$ cat src/rtl/rv32i_regfile_dbg_ctrl_pkg.sv
// Shared definitions for the RV32I debug register-file access controller:
// data widths, the debug address map, the controller states and the bundle
// of pipeline-to-register-file control signals.
package rv32i_regfile_dbg_ctrl_pkg;

  localparam int XLEN       = 32;
  localparam int DBG_ADDR_W = 6;

  // Debug address map: 0-31 are GPRs, 0x20 is the PC, 0x21-0x3F reserved.
  localparam logic [DBG_ADDR_W-1:0] DBG_ADDR_PC = 6'h20;

  typedef enum logic [2:0] {
    ST_RUN     = 3'd0,
    ST_DRAIN   = 3'd1,
    ST_HALTED  = 3'd2,
    ST_RD_WAIT = 3'd3,
    ST_ACK     = 3'd4
  } state_e;

  typedef enum logic [1:0] {
    OP_GPR  = 2'd0,
    OP_PC   = 2'd1,
    OP_RSVD = 2'd2
  } op_kind_e;

  // Everything the pipeline drives into the register file; the controller
  // either forwards it untouched or substitutes its own debug access.
  typedef struct packed {
    logic [4:0]      rs1_idx;
    logic [4:0]      rs2_idx;
    logic [4:0]      rd_idx;
    logic [XLEN-1:0] new_rd;
    logic [XLEN-1:0] new_pc;
    logic            update_pc;
    logic            stall;
  } pipe_ctl_t;

  // Classify a debug address into GPR, PC or reserved space.
  function automatic op_kind_e decode_addr(input logic [DBG_ADDR_W-1:0] addr);
    if (!addr[DBG_ADDR_W-1]) return OP_GPR;
    if (addr == DBG_ADDR_PC) return OP_PC;
    return OP_RSVD;
  endfunction

endpackage

$ cat src/rtl/rv32i_regfile_dbg_ctrl_if.sv
// Debug requester port: halt/resume control plus the req/ack register access
// handshake. The debugger is the master, the controller the slave.
interface rv32i_regfile_dbg_ctrl_if;
  import rv32i_regfile_dbg_ctrl_pkg::*;

  logic                  dbg_halt_req;
  logic                  dbg_resume_req;
  logic                  dbg_halted;
  logic                  dbg_req;
  logic                  dbg_we;
  logic [DBG_ADDR_W-1:0] dbg_addr;
  logic [XLEN-1:0]       dbg_wdata;
  logic                  dbg_ack;
  logic [XLEN-1:0]       dbg_rdata;

  modport master (
    output dbg_halt_req, dbg_resume_req, dbg_req, dbg_we, dbg_addr, dbg_wdata,
    input  dbg_halted, dbg_ack, dbg_rdata
  );

  modport slave (
    input  dbg_halt_req, dbg_resume_req, dbg_req, dbg_we, dbg_addr, dbg_wdata,
    output dbg_halted, dbg_ack, dbg_rdata
  );

endinterface

$ cat src/rtl/rv32i_regfile_dbg_ctrl.sv
// Debug access controller between the RV32I pipeline and the register file.
// In RUN the pipeline talks to the register file directly. A halt request
// stalls the pipeline for DRAIN_CYCLES so in-flight rd writes retire, then
// the debugger may read/write x1..x31 and the PC through a req/ack handshake
// until it asks to resume.
module rv32i_regfile_dbg_ctrl
  import rv32i_regfile_dbg_ctrl_pkg::*;
#(
  parameter int DRAIN_CYCLES = 3,
  parameter bit RESET_HALTED = 1'b0
) (
  input  logic                           clk,
  input  logic                           reset_n,
  rv32i_regfile_dbg_ctrl_if.slave        dbg_if,
  input  pipe_ctl_t                      cpu_i,
  output pipe_ctl_t                      rf_o,
  input  logic [XLEN-1:0]                rf_rs1_i,
  input  logic [XLEN-1:0]                rf_pc_i
);

  localparam int              CNT_W      = $clog2(DRAIN_CYCLES + 1);
  localparam logic [CNT_W-1:0] DRAIN_INIT = CNT_W'(DRAIN_CYCLES - 1);

  state_e            state_q;
  logic [CNT_W-1:0]  drain_cnt_q;
  logic              halted_q;
  logic              ack_q;
  logic [XLEN-1:0]   rdata_q;

  op_kind_e op_kind;
  logic     write_accept;

  assign op_kind      = decode_addr(dbg_if.dbg_addr);
  assign write_accept = (state_q == ST_HALTED) && dbg_if.dbg_req && dbg_if.dbg_we;

  assign dbg_if.dbg_halted = halted_q;
  assign dbg_if.dbg_ack    = ack_q;
  assign dbg_if.dbg_rdata  = rdata_q;

  // Control FSM: run/drain/halt sequencing and debug op execution, with the
  // handshake outputs registered alongside the state.
  always_ff @(posedge clk) begin
    // NOTE: sequential state uses non-blocking assignments so every register
    // here samples the pre-edge values of the others.
    if (!reset_n) begin
      state_q     <= RESET_HALTED ? ST_HALTED : ST_RUN;
      drain_cnt_q <= '0;
      halted_q    <= RESET_HALTED;
      ack_q       <= 1'b0;
      rdata_q     <= '0;
    end else begin
      ack_q <= 1'b0;
      case (state_q)
        ST_RUN: begin
          // Halt is the only exit; a simultaneous resume is meaningless here.
          if (dbg_if.dbg_halt_req) begin
            state_q     <= ST_DRAIN;
            drain_cnt_q <= DRAIN_INIT;
          end
        end
        ST_DRAIN: begin
          if (drain_cnt_q == '0) begin
            state_q  <= ST_HALTED;
            halted_q <= 1'b1;
          end else begin
            drain_cnt_q <= drain_cnt_q - CNT_W'(1);
          end
        end
        ST_HALTED: begin
          // A pending op takes priority over resume.
          if (dbg_if.dbg_req) begin
            if (!dbg_if.dbg_we && op_kind == OP_GPR) begin
              state_q <= ST_RD_WAIT;
            end else begin
              state_q <= ST_ACK;
              ack_q   <= 1'b1;
              if (!dbg_if.dbg_we) rdata_q <= (op_kind == OP_PC) ? rf_pc_i : '0;
            end
          end else if (dbg_if.dbg_resume_req) begin
            state_q  <= ST_RUN;
            halted_q <= 1'b0;
          end
        end
        ST_RD_WAIT: begin
          // rs1 was addressed in the accept cycle; its data arrives now.
          rdata_q <= rf_rs1_i;
          state_q <= ST_ACK;
          ack_q   <= 1'b1;
        end
        ST_ACK: begin
          state_q <= ST_HALTED;
        end
        default: begin
          state_q  <= ST_RUN;
          halted_q <= 1'b0;
        end
      endcase
    end
  end

  // Register-file port mux: pipeline pass-through in RUN, forced stall in
  // DRAIN, debug-owned access while halted.
  always_comb begin
    // NOTE: rf_o receives a complete default before any override, so no path
    // through this block leaves a field unassigned and no latch is inferred.
    rf_o = cpu_i;
    if (state_q == ST_DRAIN) begin
      rf_o.stall = 1'b1;
    end else if (state_q != ST_RUN) begin
      rf_o.rs1_idx   = dbg_if.dbg_addr[4:0];
      rf_o.rs2_idx   = '0;
      rf_o.rd_idx    = '0;
      rf_o.new_rd    = dbg_if.dbg_wdata;
      rf_o.new_pc    = rf_pc_i - XLEN'(4);
      rf_o.update_pc = 1'b0;
      rf_o.stall     = 1'b1;
      // Writes take one unstalled cycle. The register file loads new_pc+4,
      // so new_pc is biased by -4: GPR writes keep the PC, PC writes land
      // exactly on dbg_wdata. Writes to x0 use rd index 0 and are dropped.
      if (write_accept) begin
        case (op_kind)
          OP_GPR: begin
            rf_o.stall     = 1'b0;
            rf_o.update_pc = 1'b1;
            rf_o.rd_idx    = dbg_if.dbg_addr[4:0];
          end
          OP_PC: begin
            rf_o.stall     = 1'b0;
            rf_o.update_pc = 1'b1;
            rf_o.new_pc    = dbg_if.dbg_wdata - XLEN'(4);
          end
          default: rf_o.stall = 1'b1;
        endcase
      end
    end
  end

endmodule

$ cat src/flat_wrapper.sv
// flat-port wrapper written by rule: the top's interface ports become plain ports
module rv32i_regfile_dbg_ctrl_flat import rv32i_regfile_dbg_ctrl_pkg::*;
#(
  parameter int DRAIN_CYCLES = 3,
  parameter bit RESET_HALTED = 1'b0
)
  (clk, reset_n, cpu_i, rf_o, rf_rs1_i, rf_pc_i, dbg_if_dbg_halt_req, dbg_if_dbg_resume_req, dbg_if_dbg_req, dbg_if_dbg_we, dbg_if_dbg_addr, dbg_if_dbg_wdata, dbg_if_dbg_halted, dbg_if_dbg_ack, dbg_if_dbg_rdata);
  rv32i_regfile_dbg_ctrl_if dbg_if_i ();
  input  logic clk;
  input  logic reset_n;
  input  pipe_ctl_t cpu_i;
  output pipe_ctl_t rf_o;
  input  logic [XLEN-1:0] rf_rs1_i;
  input  logic [XLEN-1:0] rf_pc_i;
  input wire logic [$bits(dbg_if_i.dbg_halt_req)-1:0] dbg_if_dbg_halt_req;
  input wire logic [$bits(dbg_if_i.dbg_resume_req)-1:0] dbg_if_dbg_resume_req;
  input wire logic [$bits(dbg_if_i.dbg_req)-1:0] dbg_if_dbg_req;
  input wire logic [$bits(dbg_if_i.dbg_we)-1:0] dbg_if_dbg_we;
  input wire logic [$bits(dbg_if_i.dbg_addr)-1:0] dbg_if_dbg_addr;
  input wire logic [$bits(dbg_if_i.dbg_wdata)-1:0] dbg_if_dbg_wdata;
  output wire logic [$bits(dbg_if_i.dbg_halted)-1:0] dbg_if_dbg_halted;
  output wire logic [$bits(dbg_if_i.dbg_ack)-1:0] dbg_if_dbg_ack;
  output wire logic [$bits(dbg_if_i.dbg_rdata)-1:0] dbg_if_dbg_rdata;
  assign dbg_if_i.dbg_halt_req = dbg_if_dbg_halt_req;
  assign dbg_if_i.dbg_resume_req = dbg_if_dbg_resume_req;
  assign dbg_if_i.dbg_req = dbg_if_dbg_req;
  assign dbg_if_i.dbg_we = dbg_if_dbg_we;
  assign dbg_if_i.dbg_addr = dbg_if_dbg_addr;
  assign dbg_if_i.dbg_wdata = dbg_if_dbg_wdata;
  assign dbg_if_dbg_halted = dbg_if_i.dbg_halted;
  assign dbg_if_dbg_ack = dbg_if_i.dbg_ack;
  assign dbg_if_dbg_rdata = dbg_if_i.dbg_rdata;
  rv32i_regfile_dbg_ctrl #(.DRAIN_CYCLES(DRAIN_CYCLES), .RESET_HALTED(RESET_HALTED)) u_core (.clk(clk), .reset_n(reset_n), .dbg_if(dbg_if_i), .cpu_i(cpu_i), .rf_o(rf_o), .rf_rs1_i(rf_rs1_i), .rf_pc_i(rf_pc_i));
endmodule
$ cat config.mk
export PLATFORM = sky130hd
export DESIGN_NAME = rv32i_regfile_dbg_ctrl_flat
export DESIGN_NICKNAME = d
export VERILOG_FILES = /design/src/rtl/rv32i_regfile_dbg_ctrl_pkg.sv /design/src/rtl/rv32i_regfile_dbg_ctrl_if.sv /design/src/rtl/rv32i_regfile_dbg_ctrl.sv /design/src/flat_wrapper.sv
export SDC_FILE = /design/constraint.sdc
export NUM_CORES = 1
export LEC_CHECK = 0
export BUFFER_PORTS_ARGS = -buffer_cell sky130_fd_sc_hd__clkbuf_2
export CORE_MARGIN = 8
export CORE_UTILIZATION = 35
export DETAILED_ROUTE_END_ITERATION = 6
export GPL_ROUTABILITY_DRIVEN = 0
export HOLD_SLACK_MARGIN = 0.12
export PLACE_DENSITY = 0.76
export SETUP_SLACK_MARGIN = 0.1
export SYNTH_ARGS = -nofsm -noshare
export SYNTH_HDL_FRONTEND = slang
export SYNTH_SLANG_ARGS = --single-unit
$ cat constraint.sdc
create_clock -name clk -period 2.5 [get_ports clk]
set_input_delay 0.375 -clock clk [delete_from_list [all_inputs] [get_ports clk]]
set_output_delay 0.375 -clock clk [all_outputs]
set_load 0.02 [all_outputs]
# After elaboration in Yosys (flattened, before gate mapping)
# Cells that the tools add are included.
# word_totals
inputBits	189
out_inout_bits	115
reg_bits	39
elab_cells	76
# op_classes
eq_ne	15
mux	36
addsub	3
n_reduce_logical	16
n_bitwise	1
# ops
op	count
$mux W32	5
$mux W81	1
$mux W80	1
$pmux W32 S2	1
$sub A32 B3 Y32 const B	2
$mux W34	1
$mux W3	5
$pmux W3 S5	1
$ne A2 B2 Y1 const B	7
$mux W2	6
$mux W1	10
$mux W5	2
$reduce_and A4 Y1	2
$eq A3 B2 Y1 const B	2
$eq A6 B6 Y1 const B	1
$reduce_and A3 Y1	2
$logic_not A2 Y1	2
$pmux W2 S2	1
$reduce_bool A2 Y1	2
$eq A3 B1 Y1 const B	1
$eq A3 B3 Y1 const B	1
$logic_and A1 B1 Y1	3
$logic_not A3 Y1	1
$ne A3 B3 Y1 const B	1
10 further kinds	10

# Depth between registers and ports, before layout
# logic_depth
word_depth	11
mapped_depth	8
ltp_nobuf	7

# Worst setup path before layout
# No wires, ideal clock.
# synth_timing
kind	input-to-output
from	in rf_pc_i[2]
to	out rf_o[26] (netlist bit)
stages	7
path_buffers	0
t_required_ns	2.125
slack_ns	-0.137
arrival_time_ns	2.262
cell_sequence	inv_1 ha_1 nor4b_1 nand3_1 nor4_1 nor3_1 a211oi_1
# synth_rtl
element	line	source
start: declaration	flat_wrapper.sv:14	input logic [XLEN-1:0] rf_pc_i;
end: declaration	flat_wrapper.sv:12	output pipe_ctl_t rf_o;

==> results.toml <==
[synth]
async_flop_share = 0
avgSynthCellArea_um2 = 6.590
yosys.area_share.simple = 0.4316
synth_mux_area_frac = 0.01709
synth_top_area_cell = "dfxtp_1"
synth-seq-cells = 39
synth_fa_ha_area_frac = 0.009158
synthFlopType = "dfxtp_1"
ys_seq_area_frac = 0.1905
synth_top_area_frac = 0.1905
synth_compound_area_frac = 0.2170
synth.distinct_cells = 56
synthXorXnorAreaFrac = 0.08547
synth_top_family_by_area = "simple AND/OR/NAND/NOR gates"
syn_nets = 814
syn-instance-count = 622
yosysWarnings = 0
ys_top_cells_by_area = "dfxtp_1 19%, nand2_1 13%, a221oi_1 7.1%, nor2_1 6.7%, nor3b_1 6.2%"
syn_area_mm2 = 0.004099
synth_edf_count = 0

[drt]
drtIter0Drc = 315
dr.pass1.iters = 4
ant_nets = 0
m1WireLength_um = 8437
met3_length_um = 1663
drc = 0
top_layer = "met4"
via_per_inst = 5.357
routedWlPerCell_um = 18.22
vias = 6139
totalWireLength_um = 20880
routed-wl-met2_um = 10210

[critical_path]
crit_chain = "buf_6 > or4_4 > or4_4 > or4_4 > a21oi_2 > a221o_1 > clkbuf_8"
cp_data_arrival_time_ps = 2390
crit_top_cell = "or4_4"
cp_max_fo = 2
critical_path.top_delay_family = "simple AND/OR/NAND/NOR gates"
cp-start-kind = "input port"
end_kind = "primary output"
critical_path_buf_inv_count = 2
critPathRequiredTime_ps = 2120
path_class = "input port to primary output"
slowest_stage = "or4_4"
max_stage_delay_ps = 540

[global_routing]
first_global_vias = 6128
gr-total-overflow = 0
grt_max_degree = 47
grt_pass1_wl_um = 31580
grt_use_total = 0.2454
antenna_found_initial = 0

[clocking]
clock-sinks = 39
h-tree-depth = 2
cts_tree = "done"
hold_buffers = 0
insertion_delay_ps = 280
clock-root-buffer = "clkbuf_16"
cts_buffers = 5
clk_pin_slew_ps = 60
clock_path_buffers = 2

[die]
die_h_um = 124.2
die_w_um = 124.2
start_util = 0.3590
rows = 39
die-area_mm2 = 0.01543
ios = 304
core_area_mm2 = 0.01142

[sta]
max_freq_mhz = 362.2
finalHoldViolations = 0
tightest_slew_ps = 635.5
rsz0062_at_grt = "true"
finalSetupViolCount = 10
setup_slack_ps = -261.3
finalClockSkew_ps = 5.637
holdWs_ps = 440.3
min_period_ps = 2761
drv_slew = 0
maxSlewHeadroom = 0.5759
fin_crit_sh = 1.105

[power_and_ir_drop]
total_power_mw = 2.773
p_leak_nw = 3.522
ir_worst_vdd_uv = 573.9
power_density_mw_per_mm2 = 381.6

[status]
violations = "negative setup slack"
status = "complete, but fails checks"

[placement]
place_area_mm2 = 0.006472
portBuffers = 303
dp_cells = 1128
dp_hpwl_um = 16590

[final_layout]
fin_nets = 1194
area_growth_pct = 77.32
stdcell_area_mm2 = 0.007268
nFillCells = 1039
final_cells = 1146
antenna_cells = 0
drive_gt1_frac = 0.4995

[run]
max_cap_viol_count = 0

[worst_hold_path]
hold_class = "input port to register"
## cell families (layout without fill, tap and decap cells)
group,after synthesis,count (layout)
compound gates,125,125
xor+xnor,40,40
fa+ha+maj,3,3
buf+inv,52,433
flops,39,39
mux,7,7
simple gates,356,356
## cell usage after synthesis, types with 4 or more instances
master / n
a211oi_1: 5
a21oi_1: 23
a221o_1: 4
a221oi_1: 33
a22o_1: 5
and2_1: 6
buf_1: 5
buf_2: 5
clkbuf_1: 32
dfxtp_1: 39
inv_1: 10
mux2i_1: 7
nand2_1: 143
nand3_1: 13
nand4_1: 6
nor2_1: 73
nor2b_1: 5
nor3_1: 19
nor3b_1: 34
nor4_1: 19
o211ai_1: 4
o21ai_0: 24
o31a_1: 6
o31ai_1: 5
or2_2: 4
or3_1: 10
or4_1: 4
xnor2_1: 28
xor2_1: 12
## power by group
part           total [mW]  internal, mW  leakage, nW  switching, mW
clock               0.735         0.496       0.0868          0.239
sequential          0.670         0.653        0.316         0.0177
combinational        1.37         0.557         3.12          0.811
total                2.77          1.71         3.52           1.07
## routing by layer
layer / vias to the layer above / global-route usage
li1: 3010 / -
met1: 2811 / 0.2902
met2: 285 / 0.4169
met3: 33 / 0.05660
met4: 0 / 0.1006
met5: - / 0
## sequential cells by signal, summed over array words and instances (netlist names)
signal	flops
u_core.state_q	3
u_core.dbg_if.dbg_halted	1
u_core.drain_cnt_q	2
u_core.dbg_if.dbg_rdata	32
u_core.dbg_if.dbg_ack	1
## layout by cell type, fill, tap and decap left out, types with 19 or more instances in the layout
cell type	count
a221oi_1	32
buf_4	108
o21ai_0	21
dfxtp_1	39
nand2_1	139
nor3b_1	33
a21oi_1	19
xnor2_1	28
nor2_1	68
clkbuf_2	285
## stage by stage
stage	util	setup TNS (ps)	setup WS, ps
6_report	0.6365	-1030	-261.3
5_1_grt	0.6365	-1578	-290.1
4_1_cts	0.6131	-734.8	-213.4
3_5_place_dp	0.5668	-1452	-251.3
3_3_place_gp	0.5668	-1320	-265.9
2_1_floorplan	-	-14.55	-14.55
## worst reg2reg max path: cells and delay by family, from the launching register on
kind                   cells  cell delay [ps]
AO/OA/AOI/OAI              1              390
AND/OR/NAND/NOR            4              460
flip-flops                 1              330
buffers and inverters      2              380
## timing repair
item / 4_1_cts / 5_1_grt
pin swaps: 15 / 23
resized for setup: 73 / 55
endpoints found under the hold margin: 0 / 0
cloned: 0 / 1
setup buffers: 4 / 6
setup endpoints to repair: 31 / 36
## worst paths after layout
check	startpoint	to	slack, ps	cells past startpoint
setup / recovery	dbg_if_dbg_wdata[20]	rf_o[32]	-260	7
hold / removal	rf_rs1_i[12]	u_core.dbg_if.dbg_rdata[12]	440	3
setup reg to reg	u_core.state_q[1]	u_core.dbg_if.dbg_rdata[17]	820	7
hold reg to reg	u_core.dbg_if.dbg_rdata[24]	u_core.dbg_if.dbg_rdata[24]	490	2
## layout make-up
cell class / instances / area [um2] / share of cell area
Sequential cell: 39 / 780.7 / 0.1074
Multi-Input combinational cell: 531 / 3588 / 0.4937
Clock buffer: 6 / 138.9 / 0.01911
Timing Repair Buffer: 415 / 2509 / 0.3452
Tap cell: 143 / 178.9 / 0.02462
Clock inverter: 2 / 35.03 / 0.004820
Inverter: 10 / 37.54 / 0.005164
No activity file was read; power rests on OpenSTA's default activity.
